===== config.mk =====
export PLATFORM = sky130hd
export DESIGN_NAME = card_dealer
export DESIGN_NICKNAME = d
export VERILOG_FILES = /design/src/rtl/card_pkg.sv /design/src/rtl/card_lfsr.sv /design/src/rtl/card_dealer.sv
export SDC_FILE = /design/constraint.sdc
export NUM_CORES = 1
export LEC_CHECK = 0
export CAP_MARGIN = 20
export CORE_ASPECT_RATIO = 1.1
export CORE_UTILIZATION = 65
export CTS_CLUSTER_DIAMETER = 200
export DETAILED_ROUTE_END_ITERATION = 8
export GPL_TIMING_DRIVEN = 0
export PLACE_DENSITY_LB_ADDON = 0.05
export REMOVE_ABC_BUFFERS = 1
export SETUP_SLACK_MARGIN = 0.1
export SLEW_MARGIN = 0
export SYNTH_ARGS = -nofsm -noshare
export SYNTH_HDL_FRONTEND = slang
export SYNTH_SLANG_ARGS = --single-unit

===== constraint.sdc =====
create_clock -name clk -period 5.81 [get_ports clk]
set_input_delay 1.4525 -clock clk [delete_from_list [all_inputs] [get_ports clk]]
set_output_delay 1.4525 -clock clk [all_outputs]
set_load 0.01 [all_outputs]

===== src/rtl/card_pkg.sv =====
// Shared definitions for the card dealer and the game controller that consumes
// its cards: deck geometry, rank codes, LFSR defaults and the dealer FSM states.
package card_pkg;

    localparam int NUM_RANKS = 13;
    localparam int NUM_SUITS = 4;
    localparam int DECK_SIZE = NUM_RANKS * NUM_SUITS;

    // Face codes as presented on card_rank (J/Q/K count as half a point).
    localparam logic [3:0] RANK_A = 4'd1;
    localparam logic [3:0] RANK_J = 4'd11;
    localparam logic [3:0] RANK_Q = 4'd12;
    localparam logic [3:0] RANK_K = 4'd13;

    // x^16 + x^14 + x^13 + x^11 + 1, right-shifting Galois form.
    localparam logic [15:0] DEFAULT_LFSR_SEED = 16'hACE1;
    localparam logic [15:0] DEFAULT_LFSR_TAPS = 16'hB400;

    typedef enum logic [1:0] {
        ST_IDLE = 2'd0,
        ST_SCAN = 2'd1,
        ST_EMIT = 2'd2
    } deal_state_e;

    // Fold a raw 4-bit random value into a 0-based rank (0..12).
    function automatic logic [3:0] fold_rank(input logic [3:0] raw);
        return (raw >= 4'(NUM_RANKS)) ? raw - 4'(NUM_RANKS) : raw;
    endfunction

    // Position of a (suit, 0-based rank) pair in the dealt-card mask.
    function automatic logic [5:0] card_index(input logic [1:0] suit,
                                              input logic [3:0] rank);
        return ({4'd0, suit} * 6'(NUM_RANKS)) + {2'd0, rank};
    endfunction

endpackage


===== src/rtl/card_lfsr.sv =====
// Free-running 16-bit Galois LFSR; advances on every clock and never stalls.
module card_lfsr #(
    parameter logic [15:0] SEED      = 16'hACE1,
    parameter logic [15:0] LFSR_TAPS = 16'hB400
) (
    input  logic        clk,
    input  logic        rst_n,
    output logic [15:0] state_o
);

    logic [15:0] state_q;
    logic [15:0] state_d;

    // Shift right, folding the taps back in when a one falls out of bit 0.
    always_comb begin
        state_d = state_q[0] ? ((state_q >> 1) ^ LFSR_TAPS) : (state_q >> 1);
    end

    // State register; a nonzero seed keeps the all-zero lock-up state unreachable.
    // NOTE: sequential state is written with <= so every flop samples pre-edge values.
    always_ff @(posedge clk or negedge rst_n) begin
        if (!rst_n) begin
            state_q <= SEED;
        end else begin
            state_q <= state_d;
        end
    end

    assign state_o = state_q;

endmodule


===== src/rtl/card_dealer.sv =====
// Deals unique cards from a 52-card deck: a random probe pointer is taken from
// the LFSR, then walked forward one slot per cycle until an undealt card is hit.
module card_dealer
    import card_pkg::*;
#(
    parameter logic [15:0] SEED      = DEFAULT_LFSR_SEED,
    parameter logic [15:0] LFSR_TAPS = DEFAULT_LFSR_TAPS
) (
    input  logic       clk,
    input  logic       rst_n,
    input  logic       draw_req,
    input  logic       shuffle,
    output logic       card_valid,
    output logic [3:0] card_rank,
    output logic [1:0] card_suit,
    output logic       busy,
    output logic       deck_empty,
    output logic       empty_err,
    output logic [5:0] cards_left
);

    logic [15:0]          lfsr_state;
    logic                 lfsr_unused;

    deal_state_e          state_q,        state_d;
    logic [DECK_SIZE-1:0] used_q,         used_d;
    logic [5:0]           cards_left_q,   cards_left_d;
    logic [3:0]           probe_rank_q,   probe_rank_d;
    logic [1:0]           probe_suit_q,   probe_suit_d;
    logic [3:0]           card_rank_q,    card_rank_d;
    logic [1:0]           card_suit_q,    card_suit_d;
    logic                 empty_err_q,    empty_err_d;
    logic [5:0]           probe_idx;

    card_lfsr #(
        .SEED      (SEED),
        .LFSR_TAPS (LFSR_TAPS)
    ) u_lfsr (
        .clk     (clk),
        .rst_n   (rst_n),
        .state_o (lfsr_state)
    );

    // Only the low six bits seed the probe; the rest just keep the sequence long.
    assign lfsr_unused = ^lfsr_state[15:6];

    assign probe_idx = card_index(probe_suit_q, probe_rank_q);

    // Next-state logic: shuffle overrides everything, draws are taken only when not scanning.
    // NOTE: every variable gets a default first so no path can infer a latch.
    always_comb begin
        state_d      = state_q;
        used_d       = used_q;
        cards_left_d = cards_left_q;
        probe_rank_d = probe_rank_q;
        probe_suit_d = probe_suit_q;
        card_rank_d  = card_rank_q;
        card_suit_d  = card_suit_q;
        empty_err_d  = 1'b0;

        if (shuffle) begin
            used_d       = '0;
            cards_left_d = 6'(DECK_SIZE);
            state_d      = ST_IDLE;
        end else begin
            case (state_q)
                ST_IDLE, ST_EMIT: begin
                    state_d = ST_IDLE;
                    if (draw_req) begin
                        if (deck_empty) begin
                            empty_err_d = 1'b1;
                        end else begin
                            probe_rank_d = fold_rank(lfsr_state[3:0]);
                            probe_suit_d = lfsr_state[5:4];
                            state_d      = ST_SCAN;
                        end
                    end
                end
                ST_SCAN: begin
                    if (!used_q[probe_idx]) begin
                        used_d[probe_idx] = 1'b1;
                        cards_left_d      = cards_left_q - 6'd1;
                        card_rank_d       = probe_rank_q + 4'd1;
                        card_suit_d       = probe_suit_q;
                        state_d           = ST_EMIT;
                    end else if (probe_rank_q == 4'(NUM_RANKS - 1)) begin
                        // Suit wraps 3 -> 0 through the natural 2-bit overflow.
                        probe_rank_d = 4'd0;
                        probe_suit_d = probe_suit_q + 2'd1;
                    end else begin
                        probe_rank_d = probe_rank_q + 4'd1;
                    end
                end
                default: state_d = ST_IDLE;
            endcase
        end
    end

    // Dealer state registers, all returned to a known deck on reset.
    // NOTE: the dealt-card mask is reset too; a deck of unknown contents would deal garbage.
    always_ff @(posedge clk or negedge rst_n) begin
        if (!rst_n) begin
            state_q      <= ST_IDLE;
            used_q       <= '0;
            cards_left_q <= 6'(DECK_SIZE);
            probe_rank_q <= 4'd0;
            probe_suit_q <= 2'd0;
            card_rank_q  <= 4'd0;
            card_suit_q  <= 2'd0;
            empty_err_q  <= 1'b0;
        end else begin
            state_q      <= state_d;
            used_q       <= used_d;
            cards_left_q <= cards_left_d;
            probe_rank_q <= probe_rank_d;
            probe_suit_q <= probe_suit_d;
            card_rank_q  <= card_rank_d;
            card_suit_q  <= card_suit_d;
            empty_err_q  <= empty_err_d;
        end
    end

    assign card_valid = (state_q == ST_EMIT);
    assign busy       = (state_q == ST_SCAN);
    assign deck_empty = (cards_left_q == 6'd0);
    assign empty_err  = empty_err_q;
    assign cards_left = cards_left_q;
    assign card_rank  = card_rank_q;
    assign card_suit  = card_suit_q;

endmodule

### After elaboration in Yosys (flattened, before gate mapping)

Cells that the tools add are included.

| operators by class | value |
|---|---|
| magnitude comparators | 3 |
| bitwise logic cells | 4 |
| reductions and logical operators | 10 |
| multiplexer cells | 31 |
| multipliers | 1 |
| add/subtract/negate cells | 5 |
| eq/ne operators | 9 |

Operators with widths:

| cell | count |
|---|---|
| $mux 52 | 3 |
| $or 52x52->52 | 1 |
| $mux 4 | 5 |
| $mux 6 | 3 |
| $mux 16 | 1 |
| $mux 2 | 6 |
| $mux 1 | 8 |
| $pmux 2 s2 | 2 |
| $pmux 4 s2 | 1 |
| $lt 6x7->1 const B | 1 |
| $add 6x4->6 | 1 |
| $bmux 1 s6 | 1 |
| $demux 1 s6 | 1 |
| $ge 6x1->1 const B | 1 |
| $logic_not 6->1 | 1 |
| $mul 2x4->6 const B | 1 |
| $ne 2x2->1 const B | 3 |
| $reduce_and 6->1 | 1 |
| $sub 6x1->6 const B | 1 |
| $reduce_and 5->1 | 1 |
| $add 4x1->4 const B | 1 |
| $eq 4x4->1 const B | 1 |
| $ge 4x4->1 const B | 1 |
| $ne 2x1->1 const B | 2 |
| other kinds (13) | 15 |

| storage, ports and cells | value |
|---|---|
| word-level logic and storage cells | 72 |
| bits in registers | 89 |
| output and inout bits | 16 |
| input bits | 4 |

### Logic depth before layout (Yosys ltp)

Gate-level depths: netlist (run 1).

| depth | value |
|---|---|
| depth after elaboration | 10 |
| mapped depth | 13 |
| gate-level depth less buffers | 11 |

### Modules after synthesis

A second synthesis (run 1) with hierarchy kept.

| unflattened totals | value |
|---|---|
| cells, all modules | 439 |
| area total of the unflattened synthesis | 4,625.7 µm² |

By module, submodules not included:

| module | sequential area each (µm²) | instances | area an instance (µm²) | cells each |
|---|---|---|---|---|
| card_dealer | 1,830.5 | 1 | 4,091.4 | 407 |
| card_lfsr | 410.4 | 1 | 534.3 | 32 |

### Worst setup path before layout (run 1)

Ideal clock, no wire load.

| timing | value |
|---|---|
| path kind | register to register |
| start | register probe_suit_q[1] |
| end | register card_rank_q[0] (netlist: card_rank[0]) |
| required time | 5.685 ns |
| stages on the path, launching flop included | 13 |
| setup time | 0.125 ns |
| setup slack | 2.416 ns |
| arrival time | 3.269 ns |
| path buffers | 2 |
| period minus slack after synthesis | 3.394 ns |
| cell sequence | dfrtp_1 ha_1 ha_1 fa_1 buf_4 mux2_2 o221ai_1 a221o_1 a211oi_1 nor4b_4 nor2b_1 buf_6 mux2_4 |

| between the ends | value |
|---|---|
| longest elaborated chain between the ends | 6 |

RTL lines:

| what | RTL line | RTL |
|---|---|---|
| from (decl) | card_dealer.sv:29 | `logic [1:0] probe_suit_q, probe_suit_d;` |
| from (signal assigned) | card_dealer.sv:116 | `probe_suit_q <= probe_suit_d;` |
| $mul 2x4->6 | card_pkg.sv:33 | `return ({4'd0, suit} * 6'(NUM_RANKS)) + {2'd0, rank};` |
| $add 6x4->6 | card_pkg.sv:33 |  |
| $bmux 1 s6 | card_dealer.sv:80 | `if (!used_q[probe_idx]) begin` |
| $mux 1 (implied by the code) | card_dealer.sv:80 |  |
| $not 1->1 (no source line) | -- |  |
| $reduce_and 3->1 (no source line) | -- |  |
| to (signal assigned) | card_dealer.sv:117 | `card_rank_q <= card_rank_d;` |
| to (decl) | card_dealer.sv:30 | `logic [3:0] card_rank_q, card_rank_d;` |

No other way between the ends. The select of a mux whose other input is x is not followed.
A chain may end at the register's enable or synchronous reset.

### Final worst setup path (run 1)

| timing | value |
|---|---|
| start | register probe_suit_q[1] |
| end | register card_rank_q[1] (netlist: card_rank[1]) |

The elaborated chain is that of the path after synthesis.

==> results by stage, run 1 <==
Outcome:
- The flow ran to the end, and the final reports show no timing, DRC or antenna violations.

Detailed routing:
- For this run, the detailed router's first-pass iteration total came to 6.
- Once detail routing completed, the nets flagged for antenna violations numbered 0.
- The number of design rule violations left after detail routing is 0.
- The ratio of routed vias to standard cells is 6.38.
- After detailed routing, the average wire length per cell comes to 18.0 um.
- In this run, the number of DRC markers left after iteration 0 of detailed routing was 315.
- After detailed routing, the total wire length is 9480 um.
- The count of vias placed by the detailed router is roughly 3400.

Yosys:
- The leading cell type by number of instances after synthesis is sky130_fd_sc_hd__dfrtp_1.
- The number of library cell types mapped by synthesis is 63.
- The synthesized netlist occupies a cell area of roughly 4500 um2.
- By area, the combinational part of the netlist is dominated by compound AO/OA/AOI/OAI gates.
- The proportion of synthesized flip-flops having asynchronous set or reset is 100%.
- A synthesized cell averages 10.5 um2.
- Summing the areas of all compound-gate instances in the mapped netlist gives 17.0% of the synthesized area.
- The number of enable flip-flop cells after synthesis is 0.
- Of the total synthesized cell area, the portion taken by full adders, half adders and majority gates is 4.80%.
- In the synthesized netlist, mux cells make up ~6.6% of the area.
- The cell count after synthesis is between 400 and 500.
- Of the synthesized area, sequential elements account for 50.0%.
- The cell accounting for the most synthesized area is sky130_fd_sc_hd__dfrtp_1.
- Of the total synthesized cell area, the portion taken by AND, OR, NAND and NOR gates is roughly an eighth.
- In this run, synthesis produced a sequential element count of 89.
- Counting instances in the post-synthesis netlist gives the leading cell types as sky130_fd_sc_hd__dfrtp_1, sky130_fd_sc_hd__nor2_1, sky130_fd_sc_hd__inv_1, sky130_fd_sc_hd__o22ai_1, sky130_fd_sc_hd__a21oi_1.
- The xor-xnor portion of the synthesized cell area is 2.15%.
- The share of the synthesized area in the top cell type is ~44%.
- The yosys synthesis warning count is 0.
- The top flip-flop cell by instance count after synthesis is sky130_fd_sc_hd__dfrtp_1.
- Sorting the synthesized cells by area gives the leading types as sky130_fd_sc_hd__dfrtp_1, sky130_fd_sc_hd__dfstp_2, sky130_fd_sc_hd__ha_1.

Timing:
- The minimum clock period is between 4000 and 5000 ps.
- Setup repair after global routing left no endpoint under its margin.
- The part of the cycle the worst path needs is about four fifths.
- The headroom to the max-slew limit is 33.6%.
- The maximum clock skew at final layout is 11.2 ps.
- The upper clock frequency limit is 0.212 GHz.
- For the pin with the worst max-slew slack, the measured transition is 996 ps.
- The number of pins with negative max-slew slack in the final report was 0.
- The hold violation count in the final report came to 0.
- Across all setup checks in the final design, the least slack found is 1100 ps.
- The total of endpoints with negative setup slack in the final report is 0.
- In the final timing run, aggregate negative setup slack is 0 ps.

Cells and area:
- The post-route netlist has 14.4% of its cells at a drive strength greater than 1.
- The filler cells instantiated in the layout total 467.
- 0 antenna diodes ended up in the layout.
- The share of the core filled with cells in the final layout is 74.1%.
- The finished layout holds around 530 standard cells, fillers aside.
- After the last flow step, the layout net total stands at 458.
- From synthesis to final layout, the design area changed by 9.72%.

Power and ir drop:
- Summed over all nets, the switching power comes to 917 uW.
- The fraction of power consumed by sequential logic is between 30% and 40%.
- The static leakage power is 0.00215 uW.
- The power density relative to cell area is 444 nW/um2.
- Combinational cells account for a little under half of the total power.
- The switching fraction of total power is 42.1%.
- Of the total power, the clock network draws 19.3%.
- The maximum vdd ir drop is 0.000350 V.
- Internal power comes to 1260 uW.
- The total power of the final layout is 2180 uW.

CTS:
- After clock tree synthesis, the clock-pin slew on the worst setup and hold paths is ~90 ps.
- The number of hold-repair buffers added at the cts stage is 0.
- Buffers inserted during clock tree synthesis total 9.
- The count of buffers added by post-CTS timing repair for setup is 0.
- The number of clock sinks seen by CTS is 89.
- The longest clock path from root to sink contains 2 buffers.
- The later pin in the worst-skew pair is clocked with a latency of 360 ps.
- The clock root buffer is sky130_fd_sc_hd__clkbuf_8.
- After clock tree synthesis, the repair step resized 0 gates.
- The CTS tree is built.
- The maximum level of the CTS H-tree is 3.

Min path:
- The path class of the lowest-slack min-delay path is reg -> reg.
- The startpoint of the tightest hold check path is u_lfsr.state_o[6]$_DFF_PN1_.

Critical path:
- Across all register-to-register paths, the minimum setup slack is 1100 ps.
- The largest fanout of any net on the critical path is 16.
- The startpoint identified for the worst register-to-register timing path is probe_suit_q[1]$_DFFE_PN0P_.
- At the worst endpoint, the arrival time is 4960 ps.
- The source of the critical timing path is probe_suit_q[1]$_DFFE_PN0P_.
- The kind of launch point of the worst setup path is a flip-flop.
- By startpoint and endpoint, the worst setup path is classified as reg -> reg.
- The required time of the critical path is 6060 ps.
- The kind of capture point of the worst setup path is a flip-flop.

Floorplanning:
- The floorplan has 31 rows.
- The die is 81.2 um wide.
- The overall die area is 7230 um2.
- Once the floorplan was initialized, standard cells occupied 67.5% of the core.
- The overall die height is ~89 um.
- The floorplan step defined a core boundary enclosing about 6600 um2.
- Pin placement for this block handled 20 I/O pins.

Global route:
- The wire length of the first global-routing pass is roughly 16000 um.
- For this run, the total global-route usage over all layers was measured as about 30%.
- The number of global-route vias before repair is approximately 3200.
- The total congestion overflow is 0.
- The largest net degree at the start of global routing is 54.
- The initial antenna violation count is 0.

Placement:
- The wire-length estimate of the detail-placed layout is 6400 um.
- Before CTS, the worst setup slack after placement is ~680 ps.
- The routability congestion estimate is 0.827.
- The number of placed instances, taps included, is just over 500.
- Buffers placed on the I/O ports in this run total 19.

Job:
- The tool flagged a number of max-cap violations equal to 0.
==> registers in the layout, indices dropped and copies added (netlist names) <==
signal          count
cards_left          6
probe_rank_q        4
empty_err           1
probe_suit_q        2
card_rank           4
state_q             2
card_suit           2
used_q             52
u_lfsr.state_o     16
==> power by group through the flow <==
stage,clock network (uW),registers [uW],logic (uW)
floorplan,0,735,659
global route,448,733,1130
detailed placement,0,736,1000
CTS,434,724,1010
finish,422,724,1030
global placement,0,734,940
==> layer usage <==
| metal | vias to the layer above | GRT usage [%] | part of all wire, % |
|---|---|---|---|
| met3 | 10 | 5.92 | 6.4 |
| met1 | 1674 | 42.6 | 46 |
| met2 | 125 | 44.2 | 46 |
| met4 | 0 | 9.09 | 1.3 |
| met5 | - | 0 | 0 |
| li1 | 1541 | - | - |
==> placed cells by master (no fill, tap or decap), types with 7 or more instances in the layout <==
| master | instances |
|---|---|
| sky130_fd_sc_hd__inv_1 | 39 |
| sky130_fd_sc_hd__a31oi_1 | 10 |
| sky130_fd_sc_hd__o21ai_0 | 11 |
| sky130_fd_sc_hd__mux2_4 | 7 |
| sky130_fd_sc_hd__nand3_1 | 14 |
| sky130_fd_sc_hd__dfrtp_1 | 78 |
| sky130_fd_sc_hd__o22ai_1 | 27 |
| sky130_fd_sc_hd__mux2i_1 | 8 |
| sky130_fd_sc_hd__nor2_1 | 42 |
| sky130_fd_sc_hd__clkbuf_8 | 9 |
| sky130_fd_sc_hd__a21oi_1 | 20 |
| sky130_fd_sc_hd__clkdlybuf4s50_1 | 17 |
| sky130_fd_sc_hd__dfstp_2 | 11 |
| sky130_fd_sc_hd__nand2_1 | 15 |
| sky130_fd_sc_hd__mux2_2 | 7 |
| sky130_fd_sc_hd__ha_1 | 14 |
==> critical path, stage by stage (launching register included) <==
cell and delay (ps):
sky130_fd_sc_hd__dfrtp_1 460, sky130_fd_sc_hd__ha_1 310, sky130_fd_sc_hd__ha_1 230, sky130_fd_sc_hd__fa_1 890, sky130_fd_sc_hd__buf_8 240, sky130_fd_sc_hd__mux2_2 370
sky130_fd_sc_hd__a2bb2oi_1 140, sky130_fd_sc_hd__o2111ai_1 130, sky130_fd_sc_hd__a211oi_1 140, sky130_fd_sc_hd__nor4b_4 550, sky130_fd_sc_hd__nor2b_1 770, sky130_fd_sc_hd__mux2_4 360
==> final timing paths <==
| path | end | cells after the start |
|---|---|---|
| min in group asynchronous | card_rank[0]$_DFFE_PN0P_ | 1 |
| max | card_rank[1]$_DFFE_PN0P_ | 11 |
| min reg2reg | u_lfsr.state_o[5]$_DFF_PN1_ | 0 |
| max reg2reg | card_rank[1]$_DFFE_PN0P_ | 11 |
| max in group asynchronous | cards_left[5]$_DFFE_PN1P_ | 2 |
| min | u_lfsr.state_o[5]$_DFF_PN1_ | 0 |
==> metrics by stage <==
step	hold slack (ps)	instance area, um2
global route	363	4910
CTS	361	4890
global placement	339	4620
detailed placement	340	4700
floorplan	331	4330
finish	359	4910
==> area by class of cell <==
| cell class | count | area [um2] | area share (%) |
|---|---|---|---|
| tap | 82 | 103 | 2.09 |
| sequential | 89 | 2240 | 45.6 |
| inverter | 41 | 154 | 3.13 |
| clock buffer | 9 | 124 | 2.52 |
| clock inverter | 7 | 70.1 | 1.43 |
| multi-input combinational | 270 | 1930 | 39.3 |
| timing repair buffer | 27 | 290 | 5.91 |
==> cells by family (layout without fill, tap and decap cells) <==
kind of cell    Yosys count  in the layout
flops                    89             89
compound gates          113            113
simple gates            106            106
xor+xnor                 11             11
fa+ha+maj                16             16
buf+inv                  66             84
mux                      24             24
Note: power is estimated with default switching activity, not from simulation.
==> run 2: changes to the inputs <==
- CORE_UTILIZATION: 65 -> 60
- clock period: 5.81 -> 4.4 ns (I/O delays scaled with it)
==> run 2 against run 1 <==
The flow now finishes with violations (DRC). Cell count rose by 0.76%. Register-to-register slack worse by 810 ps. Sequential power increased by 32%. Count of clock-buffer cells in the layout rose by 4. Worst setup slack got worse by 810 ps. Critical path type unchanged. Largest cell class unchanged. Highest routed layer unchanged.
==> results by stage, run 2 (synthesis gave the netlist of run 1 again) <==
Outcome:
- The flow ran to the end, but the final reports show violations.
- The checks that failed: DRC.

Critical path:
- The critical path arrival was 4350 ps (-610 ps).
- The worst setup path is captured at a flip-flop.
- The number of buffers and inverters on the critical path is 0 (-1).
- The critical path goes through ha_1 -> ha_1 -> fa_2 -> mux2_2 -> o221ai_1 -> a221o_1 -> a211oi_1 -> nor4b_4 -> nor2b_4 -> mux2_4.
- STA classifies the critical path startpoint as a flip-flop.
- The largest fanout of any net on the critical path was 15 (-1).
- The minimum setup slack among reg-to-reg paths came to 290 ps (-810 ps).
- The delay contributed by the slowest stage of the critical path is 830 ps (-60 ps).
- The cell with the biggest individual delay on the critical path is sky130_fd_sc_hd__fa_2.
- The required time of the critical path came to 4640 ps (-1420 ps).
- By startpoint and endpoint, the worst setup path is classified as reg -> reg.
- By instance count, the cell type seen most on the critical path is sky130_fd_sc_hd__ha_1.
- The family with the most delay on the worst path is adder cells.

Placement:
- The total instance count after detailed placement is 510 (+0.59%).
- The number of I/O port buffers is 19 (unchanged).
- The setup slack at placement is -631 ps (-1310 ps).
- The post-detailed-placement half-perimeter wirelength was 6350 um (-0.86%).
- The routability congestion estimate is 0.819 (-0.88%).

Global route:
- The global routing usage summed across all routing layers is 26.8% (-2.5 points).
- The total congestion overflow is 0 (unchanged).
- The initial antenna violation count is 0 (unchanged).
- The wire length of the first global-routing pass is 15900 um (+1.1%).
- The number of global-route vias before repair is 3215 (+1.0%).
- The largest net degree at the start of global routing is 62 (+15%).

Detailed routing:
- The number of iterations in the first detailed-routing pass is 6 (unchanged).
- The total detailed-routing wirelength was 9470 um (about the same).
- The sum of met3 wire segment lengths after detailed routing was 569 um (-5.8%).
- The number of design rule violations left after detail routing is 2 (+2).
- The ratio of routed vias to standard cells is 6.26 (-2.0%).
- The remaining antenna violation count was 0 (unchanged).
- The length of routed met2 wiring is 4290 um (-1.4%).
- The routed wirelength normalized by instance count came to 17.9 um (-0.83%).
- The count of vias placed by the detailed router is 3309 (-1.2%).
- The highest metal layer with signal wires is met4.
- The total routed wire length on the met1 layer is 4440 um (+1.1%).
- The iteration-0 DRC count of the detailed router is 318 (+0.95%).

CTS:
- The maximum level of the CTS H-tree is 3 (unchanged).
- The clock-pin slew of the registers on the worst-case setup and hold paths was 80 ps (about the same).
- The CTS tree is built.
- The TritonCTS buffer count is 9 (unchanged).
- The worst-case clock buffer depth was 2 (unchanged).
- The number of clock sinks seen by CTS is 89 (unchanged).
- The clock latency on the worst-skew pair is 350 ps (about the same).
- The clock root buffer is sky130_fd_sc_hd__clkbuf_8.

Job:
- The number of max-capacitance violations reported is 0 (unchanged).

Timing:
- The headroom to the max-slew limit is 27.6% (-6.1 points).
- The slack of the critical path is 290 ps (-808 ps).
- The minimum clock period is 4110 ps (-602 ps).
- The slew at the pin closest to its max-slew limit is 1090 ps (+91.1 ps).
- The hold violation count in the final report is 0 (unchanged).
- The maximum clock skew at final layout was 10.1 ps (-1.11 ps).
- The number of pins with negative max-slew slack in the final report is 0 (unchanged).
- The part of the cycle the worst path needs is 93.4% (+12 points).
- Setup repair after global routing left no endpoint under its margin.
- The total of endpoints with negative setup slack in the final report was 0 (unchanged).
- The upper clock frequency limit is 0.243 GHz (+15%).

Cells and area:
- The area added between synthesis and finish is 10.6%.
- The share of post-route cells with drive strength above 1 was 14.9% (+0.42 points).
- Leaving out fill and tap cells, the most frequent cell in the layout is sky130_fd_sc_hd__dfrtp_1.
- The number of cells in the finished layout apart from fillers is 529 (+0.76%).
- In the layout the commonest cells are sky130_fd_sc_hd__dfrtp_1, sky130_fd_sc_hd__nor2_1, sky130_fd_sc_hd__inv_1.
- The number of flip-flops in the largest register is 52 (unchanged).
- The total number of nets in the final design is 459 (+0.22%).
- The register name with the most flops is used_q.
- The count of inserted antenna diode cells is 0 (unchanged).

Floorplanning:
- The count of boundary I/O pins is 20 (unchanged).
- The area of the core region is 7130 um2 (+7.5%).
- The starting density of the core was 62.9% (-4.7 points).
- The overall die height came to 92.6 um (+4.0%).
- The horizontal die dimension is 84.4 um (+4.0%).
- The overall die area is 7820 um2 (+8.1%).
- The standard-cell row count is 32 (+3.2%).

Power and ir drop:
- The static leakage power came to 0.00217 uW (+0.71%).
- The maximum vdd ir drop came to 0.000261 V (-25%).
- The power density relative to cell area is 592 nW/um2 (+34%).

Min path:
- The path class of the lowest-slack min-delay path is reg -> reg.
[run 2: cell type report]
cell class / count / area (um2)
timing repair buffer: 28 / 294
tap: 85 / 106
sequential: 89 / 2240
fill: 547 / 2170
inverter: 41 / 154
clock buffer: 13 / 169
multi-input combinational: 270 / 1940
clock inverter: 3 / 47.5
[run 2: stage by stage]
stage | setup TNS, ps | cell area, um2 | total power (uW) | hold slack [ps] | utilization [%]
floorplan | -2890 | 4330 | 1840 | 331 | -
global placement | -120080 | 4620 | 2220 | 338 | 64.9
detailed placement | -8970 | 4710 | 2290 | 337 | 66.0
CTS | 0 | 4950 | 2920 | 357 | 69.5
global route | 0 | 4950 | 3110 | 363 | 69.5
finish | 0 | 4950 | 2930 | 353 | 69.5
[run 2: final timing paths]
check                                             from                      endpoint  depth (start not counted)
max                        probe_suit_q[1]$_DFFE_PN0P_      card_rank[3]$_DFFE_PN0P_                         10
max in group asynchronous                        rst_n  u_lfsr.state_o[13]$_DFF_PN1_                          2
min in group asynchronous                        rst_n      card_rank[0]$_DFFE_PN0P_                          1
max reg2reg                probe_suit_q[1]$_DFFE_PN0P_      card_rank[3]$_DFFE_PN0P_                         10
min reg2reg                u_lfsr.state_o[8]$_DFF_PN0_   u_lfsr.state_o[7]$_DFF_PN1_                          0
min                        u_lfsr.state_o[8]$_DFF_PN0_   u_lfsr.state_o[7]$_DFF_PN1_                          0
[run 2: power breakdown]
part	leakage, uW	switching, uW	internal (uW)
combinational	0.000867	854	536
sequential	0.00119	66.2	890
clock	0.000110	278	312
total	0.00217	1200	1740
[run 2: repair_timing]
item	CTS	global route
pin swaps	2	1
gates resized for setup	3	0
setup endpoints to repair	50	3
buffers inserted	3	0
hold buffers	0	0
[run 2: worst register-to-register path, cell delays in order (launching register included)]
cell and delay [ps]:
sky130_fd_sc_hd__dfrtp_1 460, sky130_fd_sc_hd__ha_1 310, sky130_fd_sc_hd__ha_1 230, sky130_fd_sc_hd__fa_2 830
sky130_fd_sc_hd__mux2_2 390, sky130_fd_sc_hd__o221ai_1 270, sky130_fd_sc_hd__a221o_1 220, sky130_fd_sc_hd__a211oi_1 110
sky130_fd_sc_hd__nor4b_4 490, sky130_fd_sc_hd__nor2b_4 380, sky130_fd_sc_hd__mux2_4 330
[run 2: layer usage]
layer  vias up  global-route usage (%)
met4         0                    10.3
met5         -                       0
met3        15                    6.15
li1       1547                       -
met1      1616                    38.7
met2       131                    39.8
